`config.mk`:
```
export PLATFORM = sky130hd
export DESIGN_NAME = sha256_round_ctrl
export DESIGN_NICKNAME = d
export VERILOG_FILES = /design/src/rtl/sha256_pkg.sv /design/src/rtl/sha256_round_cnt.sv /design/src/rtl/sha256_round_ctrl.sv
export SDC_FILE = /design/constraint.sdc
export NUM_CORES = 1
export LEC_CHECK = 0
export ABC_CLOCK_PERIOD_IN_PS = 1400
export CORE_UTILIZATION = 39
export CTS_CLUSTER_SIZE = 25
export DETAILED_ROUTE_END_ITERATION = 6
export HOLD_SLACK_MARGIN = 0.05
export PLACE_DENSITY_LB_ADDON = 0.08
export SYNTH_ARGS = -nofsm -noshare
export SYNTH_HDL_FRONTEND = slang
export SYNTH_HIERARCHICAL = 1
export SYNTH_SLANG_ARGS = --single-unit
export TNS_END_PERCENT = 1
```
`constraint.sdc`:
```
create_clock -name clk -period 1.4 [get_ports clk]
set_clock_uncertainty 0.1 [all_clocks]
set_input_delay 0.28 -clock clk [delete_from_list [all_inputs] [get_ports clk]]
set_output_delay 0.28 -clock clk [all_outputs]
set_load 0.1 [all_outputs]
```
`src/rtl/sha256_pkg.sv`:
```
// Shared constants and FSM state type for the SHA-256 round controller.
package sha256_pkg;
    localparam int unsigned NUM_ROUNDS  = 64;
    localparam int unsigned MSG_WORDS   = 16;
    localparam int unsigned ROUND_IDX_W = 6;

    typedef enum logic [2:0] {
        ST_IDLE,
        ST_LOAD,
        ST_ROUND,
        ST_UPDATE,
        ST_DIGEST
    } state_t;
endpackage

```
`src/rtl/sha256_round_cnt.sv`:
```
// Round index counter: counts 0..NUM_ROUNDS-1 while enabled, wraps to 0,
// flags the terminal round.
module sha256_round_cnt
    import sha256_pkg::*;
(
    input  logic                   clk,
    input  logic                   rst_n,
    input  logic                   clr,
    input  logic                   en,
    output logic [ROUND_IDX_W-1:0] idx,
    output logic                   tc
);

    assign tc = (idx == ROUND_IDX_W'(NUM_ROUNDS - 1));

    always_ff @(posedge clk or negedge rst_n) begin
        if (!rst_n) begin
            idx <= '0;
        end else if (clr) begin
            idx <= '0;
        end else if (en) begin
            idx <= tc ? '0 : idx + ROUND_IDX_W'(1);
        end
    end

endmodule

```
`src/rtl/sha256_round_ctrl.sv`:
```
// SHA-256 compression sequencer: accepts a block, loads working vars, runs
// 64 rounds, folds into H and presents the digest after the last block.
module sha256_round_ctrl
    import sha256_pkg::*;
(
    input  logic       clk,
    input  logic       rst_n,
    input  logic       clear,
    input  logic       blk_valid,
    output logic       blk_ready,
    input  logic       blk_first,
    input  logic       blk_last,
    output logic       wv_load,
    output logic       iv_sel,
    output logic       round_en,
    output logic [5:0] round_idx,
    output logic       w_from_msg,
    output logic       h_update,
    output logic       digest_valid,
    input  logic       digest_ready,
    output logic       busy
);

    state_t state;
    state_t state_nxt;
    logic   first_q;
    logic   last_q;
    logic   have_hash;
    logic   accept;
    logic   cnt_tc;

    sha256_round_cnt u_cnt (
        .clk   (clk),
        .rst_n (rst_n),
        .clr   (clear),
        .en    (state == ST_ROUND),
        .idx   (round_idx),
        .tc    (cnt_tc)
    );

    assign accept = blk_valid && (state == ST_IDLE) && !clear;

    always_ff @(posedge clk or negedge rst_n) begin
        if (!rst_n) begin
            state <= ST_IDLE;
        end else begin
            state <= state_nxt;
        end
    end

    always_comb begin
        state_nxt = state;
        case (state)
            ST_IDLE:   if (blk_valid) state_nxt = ST_LOAD;
            ST_LOAD:   state_nxt = ST_ROUND;
            ST_ROUND:  if (cnt_tc) state_nxt = ST_UPDATE;
            ST_UPDATE: state_nxt = last_q ? ST_DIGEST : ST_IDLE;
            ST_DIGEST: if (digest_ready) state_nxt = ST_IDLE;
            default:   state_nxt = ST_IDLE;
        endcase
        if (clear) begin
            state_nxt = ST_IDLE;
        end
    end

    // have_hash=0 means H is not a valid chaining value, so the next block must start from IV.
    always_ff @(posedge clk or negedge rst_n) begin
        if (!rst_n) begin
            first_q   <= 1'b0;
            last_q    <= 1'b0;
            have_hash <= 1'b0;
        end else if (clear) begin
            have_hash <= 1'b0;
        end else begin
            if (accept) begin
                first_q <= blk_first | ~have_hash;
                last_q  <= blk_last;
            end
            if (state == ST_UPDATE) begin
                have_hash <= 1'b1;
            end else if (state == ST_DIGEST && digest_ready) begin
                have_hash <= 1'b0;
            end
        end
    end

    always_comb begin
        blk_ready    = 1'b0;
        wv_load      = 1'b0;
        iv_sel       = 1'b0;
        round_en     = 1'b0;
        w_from_msg   = 1'b0;
        h_update     = 1'b0;
        digest_valid = 1'b0;
        busy         = (state != ST_IDLE);
        case (state)
            ST_IDLE:   blk_ready = 1'b1;
            ST_LOAD: begin
                wv_load = 1'b1;
                iv_sel  = first_q;
            end
            ST_ROUND: begin
                round_en   = 1'b1;
                w_from_msg = (round_idx < ROUND_IDX_W'(MSG_WORDS));
            end
            ST_UPDATE: h_update = 1'b1;
            ST_DIGEST: digest_valid = 1'b1;
            default:   ;
        endcase
    end

endmodule

```
======== Yosys cells after proc, flatten, opt, wreduce, memory -nomap -nowiden ========
Index checks and enable logic that the tools add are counted.
word-level totals
  register bits after elaboration ......... 12
  bits of input ports ..................... 7
  output and inout bits ................... 14
  word-level logic and storage cells ...... 47
operators by class
  add/subtract/negate cells ............... 1
  order comparisons ....................... 1
  equal/unequal tests ..................... 8
  multiplexer cells ....................... 19
  bitwise operators ....................... 3
  reduce and logical (&&, ||, !) cells .... 10
operators by type and width
  cell                                                                    count
  6-bit two-way mux                                                       3
  3-bit two-way mux                                                       5
  3-bit case mux with 5 select lines                                      1
  1-bit two-way mux                                                       10
  3-bit != test (second input constant)                                   3
  6-bit by 1-bit adder with 6-bit output (second input constant)          1
  3-bit by 2-bit equality test with 1-bit output (second input constant)  2
  6-bit equality test (second input constant)                             1
  6-bit by 5-bit < comparator with 1-bit output (second input constant)   1
  3-bit nonzero test                                                      2
  3-bit by 1-bit equality test with 1-bit output (second input constant)  1
  3-bit equality test (second input constant)                             1
  1-bit logical AND                                                       3
  3-bit zero test                                                         1
  3-bit AND reduction                                                     1
  1-bit NOT                                                               2
  2-bit AND reduction                                                     1
  2-bit nonzero test                                                      1
  1-bit zero test                                                         1
  1-bit bitwise OR                                                        1

======== Depth between registers and ports, before layout ========
Gate-level depths: netlist (run 1).
  depth after elaboration ................. 5
  depth in mapped cells ................... 6
  mapped depth without buffers ............ 4

======== Hierarchy ========
Netlist (run 1), hierarchy kept.
by module, submodules not included
  module             instances  cells each  area each (µm²)  seq. area each (µm²)
  sha256_round_ctrl  1          28          335.3            150.1
  sha256_round_cnt   1          32          320.3            150.1

======== Least setup slack after synthesis (run 1) ========
No wires, ideal clock.
  path kind ............................... flip-flop to output port
  from .................................... register state[2]
  to ...................................... output port w_from_msg
  data arrival time ....................... 5.037 ns
  data required time ...................... 1.020 ns
  slack ................................... -4.017 ns
  cell stages (with the launch flop) ...... 3
  path buffers ............................ 0
  cell sequence ........................... dfrtp_1 > nor3b_1 > nor3b_1
on the way
  word-level cells in the longest chain between the ends .. 2
RTL lines
  what                                            line                     RTL
  from (decl)                                     sha256_round_ctrl.sv:24  state_t state;
  from (signal assigned)                          sha256_round_ctrl.sv:47  state <= state_nxt;
  3-bit by 2-bit equality test with 1-bit output  sha256_round_ctrl.sv:96  case (state)
  1-bit two-way mux                               sha256_round_ctrl.sv:96
  to (decl)                                       sha256_round_ctrl.sv:17  output logic w_from_msg,
Every way passes these cells.

======== Worst setup path after layout (run 1) ========
  from .................................... register state[2]
  to ...................................... output port busy
on the way
  word-level cells in the longest chain between the ends .. 1
RTL lines
  what                line                     RTL
  3-bit nonzero test  sha256_round_ctrl.sv:95  busy = (state != ST_IDLE);
  to (decl)           sha256_round_ctrl.sv:21  output logic busy
Every way passes these cells.

==> flow_metrics.tcl, run 1 <==
set metrics [dict create \
    status "finished with violations" \
    violations "negative setup slack" \
    leak_uw 0.000566 \
    die_h_um 43 \
    power_frac_clock 0.180 \
    place_ws_ns -0.274 \
    critical-path-max-stage-delay_ns 0.44 \
    cap_violations 0 \
    global_route.overflow_total 0 \
    cp.required_ns 1.02 \
    clock_latency_late_sink_ns 0.27 \
    wl_per_cell_um 13.8 \
    clk_transition_reported_paths_ns 0.07 \
    met3_length_um 56 \
    die-area_sq_um 1850 \
    first_iter_violations 16 \
    grt_first_pass_wirelength_um 2790 \
    drc 0 \
    async_flop_share 1.00 \
    firstDrtPassIters 3 \
    synth.lib_cells_used.distinct 31 \
    gp_routability_congestion 0.837 \
    switching_power_uw 425 \
    edff_count_synth 0 \
    reg2reg_slack_ns -0.26 \
    layout_min_cycle_time_ns 1.79 \
    report.power.total_uw 1120 \
    routed_wl_um 1640 \
    mostFrequentLayoutCell "buf_12" \
    clkSinkCount 12 \
    final_antenna_net_count 0 \
    postLayoutCoreUtil 0.831 \
    layout_common_cells "14 x buf_12, 13 x buf_4, 10 x buf_6" \
    rsz0062_at_grt "true" \
    maxUsedRoutingLayer "met4" \
    buffers_plus_inverters_on_the_worst_setup_path 2 \
    hold_viol_final 0 \
    final.fill_count 98 \
    syn-mean-instance-area_sq_um 10.9 \
    seq_area_frac_synth 0.458 \
    max-vdd-ir-drop_v 0.000718 \
    setup_viol 18 \
    critical_path.reg2reg.startpoint "state[2]$_DFFE_PN0P_" \
    holdBufCountCts 0 \
    die_w_um 43 \
    crit_type "flip-flop to primary output" \
    viasPerCell 5.31 \
    placeableCoreArea_sq_um 1540 \
    final_layout_size_suffix_gt1_frac 0.553 \
    finalMaxSlewViolations 0 \
    place.detailed.hpwl_um 1250 \
    timing.critical_path.to_type "primary output" \
    cts_tree "built" \
    worst_setup_path_start_kind "flip-flop" \
    ios 21 \
    critical_path_arrival_ns 1.41 \
    layout.nets 113 \
    sw_frac_of_total 0.378 \
    port-buffer-count 20 \
    global_route.usage.total 0.206 \
    dr_wl_met2_um 856 \
    clock_path_buffers 2 \
    r2r_end "u_cnt/idx[0]$_DFFE_PN0P_" \
    critical_path.top_delay_family "flip-flops" \
    ys_dominant_reg_cell "dfrtp_1" \
    via_count 632 \
    worst_case_headroom_to_the_max_slew_limit 0.839 \
    crit_path_top_delay_cell "dfrtp_2" \
    root_cell_of_the_clock_tree "clkbuf_4" \
    worstMarginPinSlew_ns 0.241 \
    h-tree-depth 1 \
    pwr-share-seq 0.347 \
    fmax_mhz 559 \
    comb_power_share 0.472 \
    internal_power_uw 700 \
    diodes 0 \
    grt_pass1_vias 606 \
    final_critical_path_setup_slack_ns -0.388 \
    core.rowCount 14 \
    cellPowerDensity_nw_per_um2 878 \
    post_synth_inst_count 60 \
    met1_length_um 698 \
    syn2layout_area_growth_pct 95.4 \
    post_route_clock_period_utilization 1.28 \
    number_of_warnings_issued_by_yosys 6 \
    grt_max_degree 13 \
    initial_utilization 0.425 \
    synthesis.nets 68 \
    synth.ff_latch_count 12 \
    reg2reg_depth 7 \
    path_cells "or3_4 > buf_6 > buf_12" \
    synth.cell_area_sq_um 656 \
    antenna_found_initial 0 \
    worst-path-max-fanout 4 \
    cts_made_buffers 3 \
    hold_path_class "input port to async pin" \
]
-- final cells by class --
class	instances	area, sq um	share of cell area
Inverter	3	12.5	0.00977
Multi-Input combinational cell	42	369	0.288
Timing Repair Buffer	43	551	0.430
Tap cell	16	20.0	0.0156
Clock buffer	3	22.5	0.0176
Sequential cell	12	307	0.239
-- registers in the layout (all words and copies together) (netlist names) --
name	cells
have_hash	1
last_q	1
first_q	1
state	3
u_cnt/idx	6
-- power groups by stage --
stage	Sequential [uW]	Clock (uW)	Combinational (uW)
after floorplan	437	0	256
after global placement	393	0	498
after detailed placement	395	0	504
after CTS	390	213	529
after global routing	393	224	551
final	391	203	531
-- Yosys cell counts, types with 2 or more instances --
cell type / count / share of area
inv_1: 2 / 0.011
nor3b_1: 4 / 0.046
dfrtp_1: 12 / 0.46
buf_4: 2 / 0.023
a211oi_1: 2 / 0.023
mux2i_1: 2 / 0.031
and3_1: 2 / 0.019
nor2_1: 5 / 0.029
nand3_1: 2 / 0.015
nand2_1: 3 / 0.017
mux2_4: 2 / 0.046
xor2_1: 3 / 0.040
-- what timing repair did --
item / CTS / global route
gates cloned: 0 / 0
setup buffers: 2 / 0
pin swaps: 5 / 2
resized for setup: 13 / 4
endpoints found under the setup margin: 19 / 22
-- metrics by stage --
stage	std cells	setup TNS, ns	instance area, sq um	hold WS (ns)
2_1_floorplan	60	-12.90	697	-0.116
3_3_place_gp	114	-1.56	1190	0.394
3_5_place_dp	114	-1.90	1190	0.398
4_1_cts	119	-4.06	1270	0.200
5_1_grt	119	-5.08	1280	0.232
6_report	119	-4.05	1280	0.200
-- metal layers --
layer / vias up / track usage
met5: - / 0
met2: 13 / 0.330
met3: 5 / 0.0638
met4: 0 / 0.0727
met1: 306 / 0.262
li1: 308 / -
-- worst max-delay path by stage --
stage / start / to / slack [ns] / cells past startpoint
after floorplan: state[0]$_DFFE_PN0P_ / w_from_msg / -1.31 / 2
after global placement: clear / u_cnt/idx[5]$_DFFE_PN0P_ / -0.22 / 4
after detailed placement: clear / u_cnt/idx[5]$_DFFE_PN0P_ / -0.27 / 4
after CTS: state[0]$_DFFE_PN0P_ / busy / -0.39 / 3
after global routing: state[2]$_DFFE_PN0P_ / busy / -0.42 / 3
final: state[2]$_DFFE_PN0P_ / busy / -0.39 / 3
-- cell families (layout without fill, tap and decap cells) --
| logic type | Yosys count | count (layout) | synth area share |
|---|---|---|---|
| and+or+nand+nor | 25 | 25 | 0.242 |
| muxes | 4 | 4 | 0.0763 |
| adders and majority gates | 1 | 1 | 0.0191 |
| DFF | 12 | 12 | 0.458 |
| xor gates and xnor gates | 4 | 4 | 0.0534 |
| buffers and inverters | 6 | 49 | 0.0591 |
| AOI/OAI and AO/OA | 8 | 8 | 0.0916 |
Note: power is estimated with default switching activity, not from simulation.
==> run 2, diff against run 1 <==
Settings changed: ABC_CLOCK_PERIOD_IN_PS 1400 to 1870, CORE_UTILIZATION 39 to 44, PLACE_DENSITY set to 0.85, PLACE_DENSITY_LB_ADDON 0.08 to not set.
Clock period 1.4 ns to 1.87 ns, I/O delays scaled along.
==> run 2 against run 1 <==
The flow still finishes with violations (negative setup slack). Total power fell by 29%. Setup slack improved by 0.37 ns. Sequential cell count did not move. Cell count fell by 13%. Critical endpoint is now w_from_msg. Global-route usage rose by 3.0 points. Routed wire length fell by 1.0%. Clock power fell by 27%. Sequential power fell by 24%. Highest routed layer unchanged. Combinational power fell by 34%. Largest power group unchanged.
==> flow_metrics.tcl, run 2 (same netlist as run 1, synthesis figures left out) <==
set metrics [dict create \
    diodes 0 \
    crit_type "flip-flop to primary output" \
    layout.nets 98 \
    via_count 621 \
    critical_path.top_delay_family "flip-flops" \
    viasPerCell 6.03 \
    buffers_plus_inverters_on_the_worst_setup_path 1 \
    clkSinkCount 12 \
    die-area_sq_um 1650 \
    root_cell_of_the_clock_tree "clkbuf_4" \
    setup_viol 2 \
    status "finished with violations" \
    fmax_mhz 531 \
    global_route.overflow_total 0 \
    final.fill_count 72 \
    cap_violations 0 \
    place_ws_ns 0.0721 \
    violations "negative setup slack" \
    hold_path_class "input port to async pin" \
    worst_setup_path_start_kind "flip-flop" \
    drc 0 \
    rsz0062_at_grt "true" \
    worstMarginPinSlew_ns 0.538 \
    syn2layout_area_growth_pct 70.8 \
    postLayoutCoreUtil 0.829 \
    initial_utilization 0.486 \
    report.power.total_uw 801 \
    biggestRegsByFlops "u_cnt/idx: 6 flops, state: 3 flops" \
    largest_register_ffs 6 \
    gp_routability_congestion 0.870 \
    final_antenna_net_count 0 \
    setup_total_negative_slack_ns -0.0224 \
    critical_path.reg2reg.startpoint "state[2]$_DFFE_PN0P_" \
    grt_pass1_vias 532 \
    post_route_clock_period_utilization 1.01 \
    leak_uw 0.000486 \
    reg2reg_depth 5 \
    cellPowerDensity_nw_per_um2 715 \
    ios 21 \
    multi_input_gate_area_sq_um 358 \
    finalMaxSlewViolations 0 \
    core.rowCount 13 \
    ff_latch_area_sq_um 304 \
    port-buffer-count 20 \
    final_layout_size_suffix_gt1_frac 0.432 \
    crit_top_cell "nor3b_4" \
    placeableCoreArea_sq_um 1350 \
    cp.required_ns 1.40 \
    crit_path_top_delay_cell "dfrtp_2" \
    die_w_um 40.6 \
    mostFrequentLayoutCell "buf_12" \
    critical-path-max-stage-delay_ns 0.47 \
    global_route.usage.total 0.236 \
    grt_max_degree 13 \
    antenna_found_initial 0 \
    wl_per_cell_um 15.7 \
    holdBufCountCts 0 \
    largest_register "u_cnt/idx" \
    cts_made_buffers 3 \
    h-tree-depth 1 \
    cts_tree "built" \
    critical_path_arrival_ns 1.41 \
    r2r_end "u_cnt/idx[5]$_DFFE_PN0P_" \
    final.hold.worst_slack_ns 0.356 \
    hold_viol_final 0 \
    routed_wl_um 1620 \
    die_h_um 40.6 \
    firstDrtPassIters 5 \
    layout_min_cycle_time_ns 1.88 \
    place.detailed.hpwl_um 1150 \
    worst_case_headroom_to_the_max_slew_limit 0.640 \
    clock_latency_late_sink_ns 0.27 \
    path_cells "nor3b_4 > nor3b_4 > buf_12" \
    layout_common_cells "14 x buf_12, 9 x dfrtp_1, 8 x buf_4" \
    first_iter_violations 23 \
    worst-path-max-fanout 6 \
    timing.critical_path.to_type "primary output" \
    max-vdd-ir-drop_v 0.000470 \
    grt_first_pass_wirelength_um 2390 \
    clock_path_buffers 2 \
    clk_transition_reported_paths_ns 0.07 \
    final_critical_path_setup_slack_ns -0.0144 \
    reg2reg_slack_ns 0.20 \
]
[run 2: changes by cell type in the layout (fill, tap and decap cells not counted), sizes merged]
cell  change
buf      -15
[run 2: area by class of cell]
| class | count | area share |
|---|---|---|
| clock buffers | 3 | 0.0201 |
| flip-flops and latches | 12 | 0.272 |
| well taps | 15 | 0.0168 |
| repair buffers | 28 | 0.358 |
| multi-input cells | 42 | 0.320 |
| inverters | 3 | 0.0145 |
[run 2: what timing repair did]
action / 4_1_cts / 5_1_grt
pin swaps: 1 / 1
setup buffers: 3 / 2
resized for setup: 3 / 0
endpoints found under the setup margin: 5 / 5
[run 2: where the power goes]
part / internal [uW] / switching, uW
sequential: 275 / 23.9
clock: 74.4 / 74.7
combinational: 141 / 211
[run 2: stage by stage]
step | instances | area (sq um)
after floorplan | 60 | 697
after global placement | 95 | 1050
after detailed placement | 95 | 1050
after CTS | 101 | 1100
after global routing | 103 | 1120
final | 103 | 1120
[run 2: worst max-delay path by stage]
stage	startpoint	endpoint	slack, ns	depth (start not counted)
floorplan	state[0]$_DFFE_PN0P_	w_from_msg	-0.93	2
global placement	clear	u_cnt/idx[5]$_DFFE_PN0P_	0.13	4
detailed placement	clear	u_cnt/idx[5]$_DFFE_PN0P_	0.07	4
CTS	state[1]$_DFFE_PN0P_	w_from_msg	-0.06	3
global route	state[2]$_DFFE_PN0P_	w_from_msg	-0.07	3
finish	state[2]$_DFFE_PN0P_	w_from_msg	-0.01	3
[run 2: routing by layer]
| metal | global-route usage | share of wire |
|---|---|---|
| met2 | 0.381 | 0.49 |
| met3 | 0.0833 | 0.060 |
| met1 | 0.282 | 0.42 |
| met5 | 0 | 0 |
| met4 | 0.100 | 0.033 |
==> run 3, diff against run 2 <==
Settings changed: GPL_TIMING_DRIVEN set to 0.
==> run 3 against run 2 <==
The flow still finishes with violations (negative setup slack). Sequential share of layout area grew 3.6 points. Sequential cell count unchanged. Critical path depth unchanged. Non-clock buffer count decreased by 4. Count of clock-buffer cells in the layout stayed put. Clock power rose by 3%. Sequential power decreased by 2%. Critical endpoint unchanged. Highest routed layer unchanged.
==> flow_metrics.tcl, run 3 (same netlist as run 1, synthesis figures left out) <==
set metrics [dict create \
    pwr-share-seq 0.384 \
    final.fill_count 99 \
    cts_tree "built" \
    fmax_mhz 522 \
    gp_routability_congestion 0.753 \
    biggestRegsByFlops "u_cnt/idx: 6 flops, state: 3 flops" \
    setup_total_negative_slack_ns -0.0836 \
    core.rowCount 13 \
    worstMarginPinSlew_ns 0.541 \
    hold_path_class "input port to async pin" \
    rsz0062_at_grt "true" \
    clock_latency_late_sink_ns 0.27 \
    clock_path_buffers 2 \
    holdBufCountCts 0 \
    grt_first_pass_wirelength_um 2130 \
    violations "negative setup slack" \
    cp.required_ns 1.40 \
    hold_viol_final 0 \
    layout.nets 94 \
    place_ws_ns -0.675 \
    viasPerCell 5.46 \
    via_count 541 \
    wl_per_cell_um 13.8 \
    groute.layer.met2.usage 0.290 \
    crit_type "flip-flop to primary output" \
    root_cell_of_the_clock_tree "clkbuf_4" \
    place.detailed.hpwl_um 1010 \
    die_w_um 40.6 \
    syn2layout_area_growth_pct 50.2 \
    global_route.usage.total 0.207 \
    clk_transition_reported_paths_ns 0.07 \
    worst-path-max-fanout 7 \
    diodes 0 \
    final_critical_path_setup_slack_ns -0.0468 \
    cellPowerDensity_nw_per_um2 772 \
    die_h_um 40.6 \
    final_antenna_net_count 0 \
    initial_utilization 0.486 \
    mostFrequentLayoutCell "dfrtp_1" \
    detailed_place.area_sq_um 916 \
    drc 0 \
    ff_latch_area_sq_um 303 \
    first_iter_violations 10 \
    placeableCoreArea_sq_um 1350 \
    comb_power_share 0.414 \
    worst_setup_path_start_kind "flip-flop" \
    firstDrtPassIters 4 \
    leak_uw 0.000427 \
    grt_pass1_vias 490 \
    die-area_sq_um 1650 \
    post_route_clock_period_utilization 1.03 \
    timing.critical_path.to_type "primary output" \
    critical_path_arrival_ns 1.44 \
    layout_min_cycle_time_ns 1.92 \
    sw_frac_of_total 0.396 \
    report.power.total_uw 761 \
    port-buffer-count 20 \
    max-vdd-ir-drop_v 0.000541 \
    grt.busiest_layer "met2" \
    postLayoutCellArea_sq_um 985 \
    cts_made_buffers 3 \
    cap_violations 0 \
    status "finished with violations" \
    finalMaxSlewViolations 0 \
    largest_register "u_cnt/idx" \
    antenna_found_initial 0 \
    worst_case_headroom_to_the_max_slew_limit 0.638 \
    grt_max_degree 13 \
    grt_util_met1 0.272 \
    multi_input_gate_area_sq_um 358 \
    global_route.overflow_total 0 \
    largest_register_ffs 6 \
    setup_viol 2 \
    switching_power_uw 301 \
    grtUsageMet3 0.0833 \
    routed_wl_um 1360 \
    power_frac_clock 0.202 \
    final_layout_size_suffix_gt1_frac 0.393 \
    layout_common_cells "10 x dfrtp_1, 6 x clkdlybuf4s50_1, 6 x clkdlybuf4s15_2" \
    h-tree-depth 1 \
    internal_power_uw 460 \
    ios 21 \
    clkSinkCount 12 \
]
## run 3: changes by cell type in the layout (fill, tap and decap cells not counted), sizes merged
cell           before  now
clkdlybuf4s15       0    6
buf                22   12
## run 3: final cells by class
type                       count  share of cell area
multi-input combinational     42               0.363
sequential                    12               0.307
timing repair buffer          21               0.248
tap                           15              0.0191
clock buffer                   3              0.0229
buffer                         3              0.0267
inverter                       3              0.0127
## run 3: critical path, cell delays in order, from the launching register on
cell and delay [ns]:
dfrtp_2 0.47, nor3b_4 0.24, nor3b_4 0.26, buf_12 0.20
## run 3: metrics by stage
step | utilization | hold slack [ns] | instances
6_report | 0.729 | 0.358 | 99
5_1_grt | 0.729 | 0.384 | 99
4_1_cts | 0.709 | 0.362 | 98
3_5_place_dp | 0.678 | 0.400 | 95
3_3_place_gp | 0.678 | 0.389 | 95
2_1_floorplan | - | -0.0216 | 60
## run 3: timing repair
action                     4_1_cts  5_1_grt
pin swaps                        0        1
gates resized for setup         71        9
setup endpoints to repair       14        6
cloned                           0        0
buffers inserted                 0        1
## run 3: metal layers
| layer | vias to the layer above | wire (um) |
|---|---|---|
| li1 | 267 | - |
| met1 | 261 | 630 |
| met2 | 11 | 668 |
| met3 | 2 | 43 |
| met4 | 0 | 19 |
| met5 | - | 0 |
## run 3: path summary, 6_finish.rpt
check                                     start                       end  slack, ns  cells past startpoint
min                                       rst_n        last_q$_DFFE_PN0P_       0.36                      1
min reg2reg                  last_q$_DFFE_PN0P_        last_q$_DFFE_PN0P_       0.42                      1
max in group asynchronous                 rst_n      state[2]$_DFFE_PN0P_       0.92                      1
min in group clk             last_q$_DFFE_PN0P_        last_q$_DFFE_PN0P_       0.42                      1
max                        state[2]$_DFFE_PN0P_                w_from_msg      -0.05                      3
max reg2reg                state[2]$_DFFE_PN0P_  u_cnt/idx[5]$_DFFE_PN0P_       0.21                      5
## run 3: power by group through the flow
stage	sequential, uW	combinational, uW	clock, uW
6_report	292	315	153
4_1_cts	292	303	161
3_3_place_gp	296	287	0
5_1_grt	295	329	171
3_5_place_dp	297	289	0
2_1_floorplan	327	192	0
